===== src/rtl/execute_muldiv.sv =====
// Iterative 32-bit MULT/MULTU/DIV/DIVU unit with HI/LO registers.
// Define MULDIV_DIV_EN to build the restoring divider; otherwise DIV/DIVU are no-ops.
module execute_muldiv (
  input  logic        clk,
  input  logic        reset,
  input  logic        StartE,
  input  logic [1:0]  MulDivOpE,
  input  logic [31:0] SrcAE,
  input  logic [31:0] SrcBE,
  input  logic        WriteHiE,
  input  logic        WriteLoE,
  output logic        BusyE,
  output logic        DoneE,
  output logic [31:0] HiE,
  output logic [31:0] LoE
);

  localparam logic [1:0] S_IDLE = 2'd0;
  localparam logic [1:0] S_RUN  = 2'd1;
  localparam logic [1:0] S_FIX  = 2'd2;

  logic [1:0]  state_q, state_d;
  logic [4:0]  cnt_q, cnt_d;
  logic [63:0] acc_q, acc_d;
  logic [31:0] op_q, op_d;
  logic        negl_q, negl_d;
  logic [31:0] hi_q, hi_d;
  logic [31:0] lo_q, lo_d;
  logic        done_q, done_d;

  logic        sa, sb, go;
  logic [31:0] absa, absb;
  logic [32:0] msum;
  logic [63:0] mstep, prod;

  assign sa   = ~MulDivOpE[0] & SrcAE[31];
  assign sb   = ~MulDivOpE[0] & SrcBE[31];
  assign absa = sa ? -SrcAE : SrcAE;
  assign absb = sb ? -SrcBE : SrcBE;

  // Multiply: acc = {partial, multiplier}, add then shift right.
  assign msum  = {1'b0, acc_q[63:32]} + {1'b0, (acc_q[0] ? op_q : 32'd0)};
  assign mstep = {msum, acc_q[31:1]};
  assign prod  = negl_q ? (~acc_q + 64'd1) : acc_q;

`ifdef MULDIV_DIV_EN
  logic        div_q, div_d;
  logic        negh_q, negh_d;
  logic        dz_q, dz_d;
  logic [32:0] dtrial, ddiff;
  logic [63:0] dstep;
  logic [31:0] quo, rem;

  // Divide: acc = {remainder, dividend/quotient}, shift left and trial-subtract.
  assign dtrial = acc_q[63:31];
  assign ddiff  = dtrial - {1'b0, op_q};
  assign dstep  = ddiff[32] ? {dtrial[31:0], acc_q[30:0], 1'b0}
                            : {ddiff[31:0], acc_q[30:0], 1'b1};
  assign quo    = dz_q ? 32'hFFFF_FFFF
                : (negl_q ? -acc_q[31:0] : acc_q[31:0]);
  assign rem    = negh_q ? -acc_q[63:32] : acc_q[63:32];
  assign go     = StartE;
`else
  assign go     = StartE & ~MulDivOpE[1];
`endif

  always_comb begin
    state_d = state_q;
    cnt_d   = cnt_q;
    acc_d   = acc_q;
    op_d    = op_q;
    negl_d  = negl_q;
    hi_d    = hi_q;
    lo_d    = lo_q;
    done_d  = 1'b0;
`ifdef MULDIV_DIV_EN
    div_d   = div_q;
    negh_d  = negh_q;
    dz_d    = dz_q;
`endif
    unique case (state_q)
      S_IDLE: begin
        if (go) begin
          state_d = S_RUN;
          cnt_d   = 5'd0;
          negl_d  = sa ^ sb;
          acc_d   = {32'd0, absb};
          op_d    = absa;
`ifdef MULDIV_DIV_EN
          div_d   = MulDivOpE[1];
          negh_d  = sa;
          dz_d    = (SrcBE == 32'd0);
          if (MulDivOpE[1]) begin
            acc_d = {32'd0, absa};
            op_d  = absb;
          end
`endif
        end else begin
          if (WriteHiE) hi_d = SrcAE;
          if (WriteLoE) lo_d = SrcAE;
        end
      end
      S_RUN: begin
        acc_d = mstep;
`ifdef MULDIV_DIV_EN
        if (div_q) acc_d = dstep;
`endif
        cnt_d = cnt_q + 5'd1;
        if (cnt_q == 5'd31) state_d = S_FIX;
      end
      S_FIX: begin
        hi_d    = prod[63:32];
        lo_d    = prod[31:0];
`ifdef MULDIV_DIV_EN
        if (div_q) begin
          hi_d = rem;
          lo_d = quo;
        end
`endif
        done_d  = 1'b1;
        state_d = S_IDLE;
      end
      default: state_d = S_IDLE;
    endcase
  end

  always_ff @(posedge clk) begin
    if (reset) begin
      state_q <= S_IDLE;
      cnt_q   <= 5'd0;
      acc_q   <= 64'd0;
      op_q    <= 32'd0;
      negl_q  <= 1'b0;
      hi_q    <= 32'd0;
      lo_q    <= 32'd0;
      done_q  <= 1'b0;
`ifdef MULDIV_DIV_EN
      div_q   <= 1'b0;
      negh_q  <= 1'b0;
      dz_q    <= 1'b0;
`endif
    end else begin
      state_q <= state_d;
      cnt_q   <= cnt_d;
      acc_q   <= acc_d;
      op_q    <= op_d;
      negl_q  <= negl_d;
      hi_q    <= hi_d;
      lo_q    <= lo_d;
      done_q  <= done_d;
`ifdef MULDIV_DIV_EN
      div_q   <= div_d;
      negh_q  <= negh_d;
      dz_q    <= dz_d;
`endif
    end
  end

  assign BusyE = (state_q != S_IDLE);
  assign DoneE = done_q;
  assign HiE   = hi_q;
  assign LoE   = lo_q;

endmodule


===== config.mk =====
export PLATFORM = sky130hd
export DESIGN_NAME = execute_muldiv
export DESIGN_NICKNAME = d
export VERILOG_FILES = /design/src/rtl/execute_muldiv.sv
export SDC_FILE = /design/constraint.sdc
export NUM_CORES = 1
export LEC_CHECK = 0
export CORE_AREA = 3 3 147 149
export DETAILED_ROUTE_END_ITERATION = 8
export DIE_AREA = 0 0 150 152
export DONT_BUFFER_PORTS = 1
export HOLD_SLACK_MARGIN = 0.08
export PLACE_DENSITY_LB_ADDON = 0.1
export SYNTH_ARGS = -nofsm -noshare
export SYNTH_HDL_FRONTEND = slang
export SYNTH_SLANG_ARGS = --single-unit

===== constraint.sdc =====
create_clock -name clk -period 4.1 [get_ports clk]
set_clock_uncertainty 0.1 [all_clocks]
set_input_delay 1.23 -clock clk [delete_from_list [all_inputs] [get_ports clk]]
set_output_delay 1.23 -clock clk [all_outputs]
set_load 0.005 [all_outputs]

==> parameters.txt <==
Parameter                              Value

Placed design
  Quantity of I/O buffers inserted on ports ... 0
  Dpl hpwl ... 26400 um
  Global placer's final weighted congestion ... 0.948
  Setup slack after placement ... 0.504 ns

Clock tree
  Total clock buffers created by CTS ... 17
  Maximum clock path buffer count ... 2
  Number of buffers inserted to repair setup after CTS ... 0
  Quantity of hold-fixing buffers added after cts ... 0
  Clock Pin Slew Worst Setup and Hold Paths ... 0.07 ns
  Count of H-tree levels built during CTS ... 4
  CTS tree ... yes
  Number of instances resized during post-cts repair ... 0
  Root cell of the clock tree ... clkbuf_16
  Clock Latency Late Sink ... 0.45 ns
  Number of sinks handled by clock tree synthesis ... 169

Synth
  Cell type contributing the most total cell area after synthesis ... dfxtp_1
  Cells taking the most area after synthesis ... dfxtp_1 30%, a21oi_1 6.9%, xor2_1 5.8%
  Top-count cell post-synth ... dfxtp_1
  Proportion of register bits with asynchronous set or reset after synthesis ... 0%
  Avg Cell Area, Syn ... 7.60 um2
  Count of warnings emitted by yosys ... 0
  Top flip-flop cell by instance count after synthesis ... dfxtp_1
  Top post-synthesis cells by count ... 169 x dfxtp_1, 166 x nor2_1, 154 x a21oi_1
  Post-synthesis register bit count ... 169
  Syn Std Cell Area ... 11100 um2
  Synthesized netlist cell count ... 1461
  Share of the yosys chip area belonging to registers ... 30.5%
  Count of cell types in the netlist ... 63
  Post-synth net total ... 1570
  Count of flip-flops with a built-in enable after synthesis ... 0
  Share of the synthesized area in the top cell type ... 30.5%

Setup path
  Required time of the worst setup path ... 4.33 ns
  FF-to-FF path depth ... 7
  WP data arrival ... 3.80 ns
  Crit end category ... register
  Worst reg2reg setup slack ... 0.52 ns
  Crit Path Class ... register to register
  Maximum fanout encountered on the critical timing path ... 7
  Worst setup SP type ... register

Floorplanning
  Number of rows in the core area ... 52
  Area of the core ... 20300 um2
  Initial core utilization ... 54.7%
  I/O pin count ... 137
  Overall die area ... 22800 um2
  Width of the die ... 150 um
  DIE HEIGHT ... 152 um

Routing
  Total Wirelength ... 36100 um
  Router iterations before antenna repair ... 5
  First DRT Iteration DRCs ... 853
  DRC ... 0
  Routed wire length per instance ... 21.4 um
  Post-DRT Antenna Nets ... 0
  Via-per-instance ratio ... 6.36
  Via count ... 10726

Timing
  Final hold violations ... 0
  Post-route fraction of the period consumed by the critical path ... 87.2%
  RSZ-0062 raised after global routing ... no
  Number of setup violations in the final report ... 0
  F_max ... 280 MHz
  Fin Setup TNS ... 0 ns
  Relative slew margins ... 38.4%
  Post-route setup slack ... 0.525 ns
  Final Max Tran Viols ... 0
  Tmin final ... 3.58 ns
  Slew at the pin with the worst max-slew slack ... 0.923 ns

Finish
  Register cell area after layout ... 3380 um2
  Share of layout cells above drive strength 1 ... 5.79%
  Number of nets in the layout ... 1513
  Multi-input gate area in the final layout ... 7270 um2
  Area overhead of the layout relative to synthesis ... 7.72%
  FILL cells ... 1907
  # diodes ... 0

Global route
  Via count of the first global-routing pass ... 10161
  Initial antenna violation count ... 0
  Total routing resource utilization after global routing ... 31.4%
  Maximum number of pins on one net before global-route repair ... 152
  Wire length of the first global-routing pass ... 57200 um
  GRT overflow ... 0

Run
  Max-cap violations ... 0

Hold path
  Type of the tightest min-delay check ... register to register
  Cells on Worst Hold Path ... 2

Power and ir drop
  Power per standard cell area ... 353 nW/um2
  Static leakage ... 4.43 nW
  Worst-case vdd ir drop ... 241 uV

Outcome
  Outcome ... finished, final reports clean
state kept, by name, summed over array words and instances, names as in the netlist:
name and count:
DoneE 1, state_q 2, op_q 32, HiE 32
LoE 32, negl_q 1, cnt_q 5, acc_q 64
path summary, 6_finish.rpt:
| path | start | to |
|---|---|---|
| max reg2reg | acc_q[21]$_SDFFE_PP0P_ | HiE[14]$_SDFFE_PP0P_ |
| min reg2reg | op_q[31]$_SDFFE_PP0P_ | op_q[31]$_SDFFE_PP0P_ |
| max | acc_q[21]$_SDFFE_PP0P_ | HiE[14]$_SDFFE_PP0P_ |
| min | op_q[31]$_SDFFE_PP0P_ | op_q[31]$_SDFFE_PP0P_ |
per-layer routing:
| layer | vias up | GRT usage, % | wire, um | part of all wire [%] |
|---|---|---|---|---|
| li1 | 5238 | - | - | - |
| met1 | 5018 | 41.3 | 15100 | 42 |
| met2 | 399 | 51.3 | 17300 | 48 |
| met3 | 71 | 6.11 | 2700 | 7.5 |
| met4 | 0 | 10.7 | 1070 | 3.0 |
| met5 | - | 0 | 0 | 0 |
stage by stage:
step / power, mW / hold WS [ns] / instance area (um2) / utilization [%] / instances
detailed placement: 2.43 / 0.347 / 11300 / 55.8 / 1655
floorplan: 2.28 / 0.332 / 11100 / - / 1461
CTS: 4.24 / 0.357 / 12000 / 58.9 / 1686
global placement: 2.42 / 0.349 / 11300 / 55.8 / 1655
finish: 4.23 / 0.370 / 12000 / 58.9 / 1686
global route: 4.39 / 0.383 / 12000 / 58.9 / 1686
power breakdown:
group	leakage [nW]	switching [mW]	internal, mW
Sequential	1.38	0.0880	1.73
Combinational	2.73	0.365	0.223
Clock	0.313	0.769	1.05
Total	4.43	1.22	3.01
worst max-delay path, cell delays in order (launching register included):
cell and delay [ns]:
dfxtp_1 0.38, or4_1 0.61, or4b_1 0.60, or4_4 0.50, or4_4 0.51, o41ai_2 0.26
xor2_1 0.11, a2111oi_1 0.38
layout by cell type (no fill, tap or decap), types with 22 or more instances in the layout:
cell	n
dfxtp_1	168
nand2_1	128
a211oi_1	60
o31ai_1	25
a21oi_1	154
o21ai_0	65
a22oi_1	29
nor4_1	22
ha_1	37
nor3_1	31
buf_4	30
xnor2_1	53
nor2_1	163
nand3_1	38
inv_1	22
and2_1	34
xor2_1	73
cell type report:
class	instances	share of cell area [%]
multi-input combinational	1163	60.8
inverter	22	0.690
clock inverter	13	1.69
timing repair buffer	31	2.05
tap	270	2.82
clock buffer	18	3.67
sequential	169	28.3
cells by family (layout without fill, tap and decap cells):
logic type | Yosys count | in the layout | share of synthesized area, %
buffers and inverters | 129 | 84 | 4.36
DFF | 169 | 169 | 30.5
xor gates and xnor gates | 126 | 126 | 9.94
AOI/OAI and AO/OA | 469 | 469 | 27.6
muxes | 6 | 6 | 0.541
adders and majority gates | 38 | 38 | 4.35
and+or+nand+nor | 524 | 524 | 22.7
Power figures use the tool's default switching activity.
